--- src/rtl/pwm_pkg.sv ---
// Shared duty-value constants, FSM state type and duty clamp helper for the
// PWM duty sequencer.
package pwm_pkg;

  localparam int unsigned DUTY_W = 4;
  localparam logic [DUTY_W-1:0] DUTY_MIN = DUTY_W'(1);
  localparam logic [DUTY_W-1:0] DUTY_MAX = DUTY_W'(9);
  localparam logic [DUTY_W-1:0] DUTY_RST = DUTY_W'(5);

  typedef enum logic {
    IDLE = 1'b0,
    RAMP = 1'b1
  } state_e;

  function automatic logic [DUTY_W-1:0] clamp_duty(input logic [DUTY_W-1:0] v);
    logic [DUTY_W-1:0] r;
    r = v;
    if (v < DUTY_MIN) r = DUTY_MIN;
    else if (v > DUTY_MAX) r = DUTY_MAX;
    return r;
  endfunction

endpackage

--- src/rtl/pwm_duty_sequencer_if.sv ---
// Command/status bundle between a controller (master) and the duty sequencer
// (slave).
interface pwm_duty_sequencer_if;
  import pwm_pkg::*;

  logic              ena;
  logic              cmd_up;
  logic              cmd_down;
  logic              cmd_tgt_vld;
  logic [DUTY_W-1:0] cmd_tgt;
  logic              fade_en;
  logic              period_start;
  logic [DUTY_W-1:0] duty_out;
  logic              duty_load;
  logic              busy;
  logic              at_limit;

  modport master (
    output ena, cmd_up, cmd_down, cmd_tgt_vld, cmd_tgt, fade_en, period_start,
    input  duty_out, duty_load, busy, at_limit
  );

  modport slave (
    input  ena, cmd_up, cmd_down, cmd_tgt_vld, cmd_tgt, fade_en, period_start,
    output duty_out, duty_load, busy, at_limit
  );

endinterface

--- src/rtl/pwm_step_timer.sv ---
// Counts PWM period starts modulo STEP_DIV and flags the period start that
// completes a ramp step interval.
module pwm_step_timer #(
  parameter int unsigned STEP_DIV = 2,
  parameter int unsigned CNT_W    = 8
) (
  input  logic clk,
  input  logic rst_n,
  input  logic en_i,
  input  logic clr_i,
  input  logic period_start_i,
  output logic step_tick_o
);

  localparam logic [CNT_W-1:0] LAST = CNT_W'(STEP_DIV - 1);

  logic [CNT_W-1:0] cnt_q, cnt_d;

  assign step_tick_o = en_i & period_start_i & (cnt_q == LAST);

  always_comb begin
    cnt_d = cnt_q;
    if (clr_i) begin
      cnt_d = '0;
    end else if (en_i && period_start_i) begin
      cnt_d = (cnt_q == LAST) ? '0 : cnt_q + 1'b1;
    end
  end

  always_ff @(posedge clk) begin
    if (!rst_n) cnt_q <= '0;
    else        cnt_q <= cnt_d;
  end

endmodule

--- src/rtl/pwm_duty_sequencer.sv ---
// Owns the applied duty of one PWM channel: tracks a commanded target and
// ramps the applied duty toward it, changing it only on period boundaries.
module pwm_duty_sequencer
  import pwm_pkg::*;
#(
  parameter int unsigned STEP_DIV = 2,
  parameter int unsigned CNT_W    = 8
) (
  input  logic                 clk,
  input  logic                 rst_n,
  pwm_duty_sequencer_if.slave  bus
);

  state_e            state_q;
  logic [DUTY_W-1:0] tgt_q, tgt_d;
  logic [DUTY_W-1:0] duty_q;
  logic [DUTY_W-1:0] step_val;
  logic              load_q;
  logic              step_tick;

  pwm_step_timer #(
    .STEP_DIV(STEP_DIV),
    .CNT_W   (CNT_W)
  ) u_step_timer (
    .clk           (clk),
    .rst_n         (rst_n),
    .en_i          (bus.ena && (state_q == RAMP)),
    .clr_i         (bus.ena && (state_q == IDLE)),
    .period_start_i(bus.period_start),
    .step_tick_o   (step_tick)
  );

  // Absolute load wins; simultaneous up/down cancel; saturate at the limits.
  always_comb begin
    tgt_d = tgt_q;
    if (bus.cmd_tgt_vld) begin
      tgt_d = clamp_duty(bus.cmd_tgt);
    end else if (bus.cmd_up ^ bus.cmd_down) begin
      if (bus.cmd_up) tgt_d = (tgt_q >= DUTY_MAX) ? DUTY_MAX : tgt_q + 1'b1;
      else            tgt_d = (tgt_q <= DUTY_MIN) ? DUTY_MIN : tgt_q - 1'b1;
    end
  end

  always_comb begin
    step_val = tgt_q;
    if (bus.fade_en) step_val = (tgt_q > duty_q) ? duty_q + 1'b1 : duty_q - 1'b1;
  end

  always_ff @(posedge clk) begin
    if (!rst_n) begin
      state_q <= IDLE;
      tgt_q   <= DUTY_RST;
      duty_q  <= DUTY_RST;
      load_q  <= 1'b0;
    end else if (bus.ena) begin
      tgt_q  <= tgt_d;
      load_q <= 1'b0;
      case (state_q)
        IDLE: begin
          if (tgt_q != duty_q) state_q <= RAMP;
        end
        RAMP: begin
          // Target caught up with the applied duty: leave without a load.
          if (tgt_q == duty_q) begin
            state_q <= IDLE;
          end else if (step_tick) begin
            duty_q <= step_val;
            load_q <= 1'b1;
            if (step_val == tgt_q) state_q <= IDLE;
          end
        end
      endcase
    end else begin
      load_q <= 1'b0;
    end
  end

  assign bus.duty_out  = duty_q;
  assign bus.duty_load = load_q;
  assign bus.busy      = (state_q == RAMP);
  assign bus.at_limit  = (duty_q == DUTY_MIN) || (duty_q == DUTY_MAX);

endmodule

--- src/flat_wrapper.sv ---
// flat-port wrapper written by rule: the top's interface ports become plain ports
module pwm_duty_sequencer_flat import pwm_pkg::*;
#(
  parameter int unsigned STEP_DIV = 2,
  parameter int unsigned CNT_W    = 8
)
  (clk, rst_n, bus_ena, bus_cmd_up, bus_cmd_down, bus_cmd_tgt_vld, bus_cmd_tgt, bus_fade_en, bus_period_start, bus_duty_out, bus_duty_load, bus_busy, bus_at_limit);
  pwm_duty_sequencer_if bus_i ();
  input  logic clk;
  input  logic rst_n;
  input wire logic [$bits(bus_i.ena)-1:0] bus_ena;
  input wire logic [$bits(bus_i.cmd_up)-1:0] bus_cmd_up;
  input wire logic [$bits(bus_i.cmd_down)-1:0] bus_cmd_down;
  input wire logic [$bits(bus_i.cmd_tgt_vld)-1:0] bus_cmd_tgt_vld;
  input wire logic [$bits(bus_i.cmd_tgt)-1:0] bus_cmd_tgt;
  input wire logic [$bits(bus_i.fade_en)-1:0] bus_fade_en;
  input wire logic [$bits(bus_i.period_start)-1:0] bus_period_start;
  output wire logic [$bits(bus_i.duty_out)-1:0] bus_duty_out;
  output wire logic [$bits(bus_i.duty_load)-1:0] bus_duty_load;
  output wire logic [$bits(bus_i.busy)-1:0] bus_busy;
  output wire logic [$bits(bus_i.at_limit)-1:0] bus_at_limit;
  assign bus_i.ena = bus_ena;
  assign bus_i.cmd_up = bus_cmd_up;
  assign bus_i.cmd_down = bus_cmd_down;
  assign bus_i.cmd_tgt_vld = bus_cmd_tgt_vld;
  assign bus_i.cmd_tgt = bus_cmd_tgt;
  assign bus_i.fade_en = bus_fade_en;
  assign bus_i.period_start = bus_period_start;
  assign bus_duty_out = bus_i.duty_out;
  assign bus_duty_load = bus_i.duty_load;
  assign bus_busy = bus_i.busy;
  assign bus_at_limit = bus_i.at_limit;
  pwm_duty_sequencer #(.STEP_DIV(STEP_DIV), .CNT_W(CNT_W)) u_core (.clk(clk), .rst_n(rst_n), .bus(bus_i));
endmodule
--- config.mk ---
export PLATFORM = sky130hd
export DESIGN_NAME = pwm_duty_sequencer_flat
export DESIGN_NICKNAME = d
export VERILOG_FILES = /design/src/rtl/pwm_pkg.sv /design/src/rtl/pwm_duty_sequencer_if.sv /design/src/rtl/pwm_step_timer.sv /design/src/rtl/pwm_duty_sequencer.sv /design/src/flat_wrapper.sv
export SDC_FILE = /design/constraint.sdc
export NUM_CORES = 1
export LEC_CHECK = 0
export ABC_CLOCK_PERIOD_IN_PS = 5000
export BUFFER_PORTS_ARGS = -buffer_cell sky130_fd_sc_hd__clkbuf_2
export CORE_AREA = 2 2 58 60
export DETAILED_ROUTE_END_ITERATION = 10
export DIE_AREA = 0 0 60 62
export GPL_TIMING_DRIVEN = 0
export PLACE_DENSITY = 0.74
export SLEW_MARGIN = 20
export SYNTH_ARGS = -nofsm -noshare
export SYNTH_HDL_FRONTEND = slang
export SYNTH_SLANG_ARGS = --single-unit
export TNS_END_PERCENT = 1
--- constraint.sdc ---
create_clock -name clk -period 5 [get_ports clk]
set_clock_uncertainty 0.15 [all_clocks]
set_input_delay 0.25 -clock clk [delete_from_list [all_inputs] [get_ports clk]]
set_output_delay 0.25 -clock clk [all_outputs]
set_load 0.005 [all_outputs]
## After elaboration in Yosys (flattened, before gate mapping)

Index checks and enable logic that the tools add are counted.
W data, S select, Z words.

| cells by class | value |
|---|---|
| $lt $le $gt $ge | 5 |
| bitwise gates (word level) | 7 |
| add/sub/neg operators | 5 |
| equality and inequality tests | 6 |
| reductions and logical operators | 9 |
| muxes and demuxes | 16 |

Operators by type and width:

| cell | count |
|---|---|
| $mux W4 | 9 |
| $add A4 B1 Y4 const B | 2 |
| $add A8 B1 Y8 const B | 1 |
| $eq A4 B4 Y1 | 2 |
| $eq A8 B1 Y1 const B | 1 |
| $mux W8 | 1 |
| $sub A4 B1 Y4 const B | 2 |
| $mux W1 | 5 |
| $eq A4 B1 Y1 const B | 1 |
| $eq A4 B4 Y1 const B | 1 |
| $ge A4 B4 Y1 const B | 1 |
| $gt A4 B4 Y1 | 1 |
| $gt A4 B4 Y1 const B | 1 |
| $le A4 B1 Y1 const B | 1 |
| $lt A4 B1 Y1 const B | 1 |
| $ne A4 B4 Y1 | 1 |
| $not A1 Y1 | 4 |
| $reduce_and A4 Y1 | 1 |
| $reduce_or A4 Y1 | 1 |
| $logic_and A1 B1 Y1 | 3 |
| $and A1 B1 Y1 | 2 |
| $pmux W1 S2 | 1 |
| $reduce_and A2 Y1 | 1 |
| $reduce_bool A2 Y1 | 1 |
| 3 further kinds | 3 |

| storage, ports and cells | value |
|---|---|
| input bits | 12 |
| flip-flop bits (word level) | 18 |
| output and inout port bits | 7 |
| logic and storage cells | 53 |

## Longest topological paths before layout

| depth | value |
|---|---|
| depth in word-level cells | 8 |
| depth in mapped cells | 9 |
| mapped depth without buffers | 8 |

## Cells and area by module

Synthesis repeated with hierarchy kept, for this count alone.

| second synthesis, totals | value |
|---|---|
| cells, all modules | 181 |
| area, all modules | 1395.1 µm² |

By module, submodules not included:

| module | area an instance (µm²) | cells each | seq. area each (µm²) | instances |
|---|---|---|---|---|
| pwm_duty_sequencer | 985.9 | 134 | 200.2 | 1 |
| pwm_step_timer | 409.1 | 47 | 160.2 | 1 |

## Worst setup path before layout

OpenSTA, ideal clock, no wires.

| timing path | value |
|---|---|
| kind | flip-flop to flip-flop |
| from | reg u_core.duty_q[2] (netlist: u_core.bus.duty_out[2]) |
| to | reg u_core.duty_q[3] (netlist: u_core.bus.duty_out[3]) |
| period minus slack after synthesis | 2228 ps |
| data arrival time | 2004 ps |
| required time | 4776 ps |
| path buffers | 1 |
| stages on the path, launching flop included | 9 |
| library setup time | 74 ps |
| slack | 2772 ps |
| path through | dfxtp_1 > inv_1 > ha_1 > and4_4 > buf_6 > o31a_1 > a2111oi_1 > a41oi_1 > a31oi_1 |

| on the way | value |
|---|---|
| cells in the longest elaborated chain, start to end | 3 |
| elaborated cells on any way between the ends | 8 |

Ends and longest elaborated chain:

| element | line | RTL |
|---|---|---|
| start, declared | pwm_duty_sequencer.sv:16 | `logic [DUTY_W-1:0] duty_q;` |
| start signal, assigned | pwm_duty_sequencer.sv:67 | `duty_q <= step_val;` |
| $sub A4 B1 Y4 (tied with other cells) | pwm_duty_sequencer.sv:46 | `if (bus.fade_en) step_val = (tgt_q > duty_q) ? duty_q + 1'b1 : duty_q - 1'b1;` |
| $mux W4 / $not A1 Y1 (equally long branches) | - |  |
| $mux W4 / $reduce_and A4 Y1 (equally long branches) | - |  |

Several ways; a longest one is shown, not always the timed one.
A chain may end at the register's enable or synchronous reset.

## Worst setup path after layout

Same ends and word-level chain as after synthesis.

==> impl_metrics.toml <==
[status]
status = "finished, final reports clean"

[floorplanning]
dieArea_um2 = 3720
dieHeight_um = 62
num_io_pins = 19
core-area_um2 = 3179
die_x_um = 60
start_util_pct = 41.76
rows = 21

[clock_network]
cts.sinks = 18
htreeDepth = 1
post_cts_buffers = 0
cts-resized-gates = 0
cts-hold-fix-buffers = 0
cts_tree = "done"
clock_path_buffers = 2
cts_buffers = 3
clk_latency_ps = 290
clkTransAtPathRegs_ps = 100
root_buffer = "clkbuf_4"

[yosys]
syn_area_per_cell_um2 = 7.997
synth_cell_types = 43
synth-seq-cells = 18
ys_seq_area_share_pct = 27.14
synth_ff_type = "dfxtp_1"
yosysWarningCount = 0
ys_async_sr_fraction_pct = 0
synth_nets = 190
synth_edf_count = 0
netlist_area_um2 = 1328
syn-instance-count = 166

[timing]
holdWs_ps = 147.3
setup_viol = 0
hold_viol_final = 0
slew_headroom_pct = 69.93
slew_violations = 0
setup_tns_ps = 0
finalCritPeriodShare_pct = 48.52
period_needed_ps = 2426
max_slew.worst_pin.slew_ps = 448.0
fmax_mhz = 412.2
rsz0062_at_grt = "false"

[placed_design]
io_buffer_count = 15
placed_cells = 227
gp_congestion = 0.8151
dp_hpwl_um = 2047

[power]
power_uw = 301.8
leakage_uw = 0.0006260
peakVddDrop_mv = 0.1295
powerDensity_nw_per_um2 = 203.6

[layout]
synthToLayoutAreaGrowth_pct = 11.69
antenna_cells = 0
layout_commonest_cell = "dfxtp_1"
final_nets = 210
instances_no_fill = 230
final_cell_mix = "dfxtp_1 (18), clkbuf_2 (17), nor2_1 (17)"
drive_gt1_share_pct = 14.67

[worst_setup_path]
worstSetupEndpointType = "register"
cp-start-kind = "register"
cp_max_fo = 10
critPathTopFamily = "compound AO/OA/AOI/OAI gates"
crit_arrival_ps = 2500
critPathKind = "register to register"
cp_cell_sequence = "inv_1 > ha_1 > and4_4 > buf_6 > o31a_1 > a2111oi_1 > a41oi_1 > a31oi_1"
cpMaxStageDelayCell = "dfxtp_1"
required_ps = 5070
crit_buf_inv = 2
max_stage_delay_ps = 490

[route]
drc_errors = 0
routed_wl_um = 2628
viasPerCell = 5.252
drtPass1Iterations = 4
num_vias = 1208
avgRoutedWirePerCell_um = 11.43
dr.first_iter.drc_count = 29
ant_nets = 0

[grt]
antenna_found_initial = 0
grt_pass1_wl_um = 4422
grt_pass1_vias = 1036
gr-total-overflow = 0
grt_max_degree = 11
grt_usage_pct = 15.29

[min_path]
worst_hold_path_type = "primary input to register"

[run]
max-cap-violations = 0
==> metrics by stage <==
| stage | setup WS (ps) | utilization (%) | cell area [um^2] |
|---|---|---|---|
| finish | 2574 | 46.64 | 1483 |
| global route | 2468 | 46.64 | 1483 |
| CTS | 2573 | 46.64 | 1483 |
| detailed placement | 2596 | 45.93 | 1460 |
| global placement | 2603 | 45.93 | 1460 |
| floorplan | 2772 | - | 1328 |
==> sequential cells by signal (all words and copies together), names as in the netlist <==
register                   cells
u_core.bus.duty_load           1
u_core.bus.busy                1
u_core.bus.duty_out            4
u_core.tgt_q                   4
u_core.u_step_timer.cnt_q      8
==> metal layers <==
layer	GRT usage, %	part of all wire [%]
met1	20.45	52
met2	25.47	45
met3	3.727	3.1
met4	2.540	0
met5	0	0
==> path summary, 6_finish.rpt <==
| check | startpoint | to | slack, ps | cells after the start |
|---|---|---|---|---|
| worst max-delay path | u_core.bus.duty_out[2] | u_core.bus.duty_out[3] | 2570 | 8 |
| worst min-delay path | rst_n | u_core.bus.duty_out[0] | 150 | 2 |
| worst max register to register | u_core.bus.duty_out[2] | u_core.bus.duty_out[3] | 2570 | 8 |
| worst min register to register | u_core.u_step_timer.cnt_q[6] | u_core.u_step_timer.cnt_q[6] | 400 | 2 |
==> cell usage after synthesis, types with 2 or more instances <==
library cell / number / area, um^2
o211ai_1: 3 / 22.52
inv_1: 10 / 37.54
o22ai_1: 2 / 12.51
clkbuf_2: 2 / 10.01
a211oi_1: 3 / 22.52
nand2_1: 13 / 48.80
xnor2_1: 6 / 52.55
nor3_1: 8 / 40.04
nor2b_1: 2 / 12.51
a21oi_1: 6 / 30.03
xor2_1: 8 / 70.07
nand3_1: 4 / 20.02
dfxtp_1: 18 / 360.4
nand4_1: 4 / 25.02
mux2i_1: 3 / 30.03
clkbuf_1: 3 / 11.26
and3_1: 4 / 25.02
ha_1: 12 / 150.1
o21ai_0: 9 / 45.04
a31oi_1: 5 / 31.28
nor4_1: 3 / 18.77
nor2_1: 17 / 63.81
==> final cells by class <==
class,instances,area (um^2)
multi-input combinational,130,888.4
timing repair buffer,15,75.07
tap,46,57.56
inverter,10,37.54
buffer,8,41.29
clock buffer,3,22.52
fill,324,1697
sequential,18,360.3
==> where the power goes <==
group	switching (uW)	internal, uW	total, uW	leakage (uW)
registers	5.93	147	153	0.000146
logic	43.2	36.8	79.9	0.000466
clock network	40.7	28.0	68.7	0.0000138
total	89.8	212	302	0.000626
==> cells by family after synthesis <==
family / count (synthesis) / share of synthesized area [%]
AO/OA/AOI/OAI: 38 / 19.04
adder cells (fa/ha/maj): 12 / 11.31
XOR/XNOR: 15 / 10.93
flip-flops: 18 / 27.14
multiplexers: 3 / 2.262
buffers and inverters: 18 / 5.937
AND/OR/NAND/NOR: 62 / 23.38
Power figures use the tool's default switching activity.
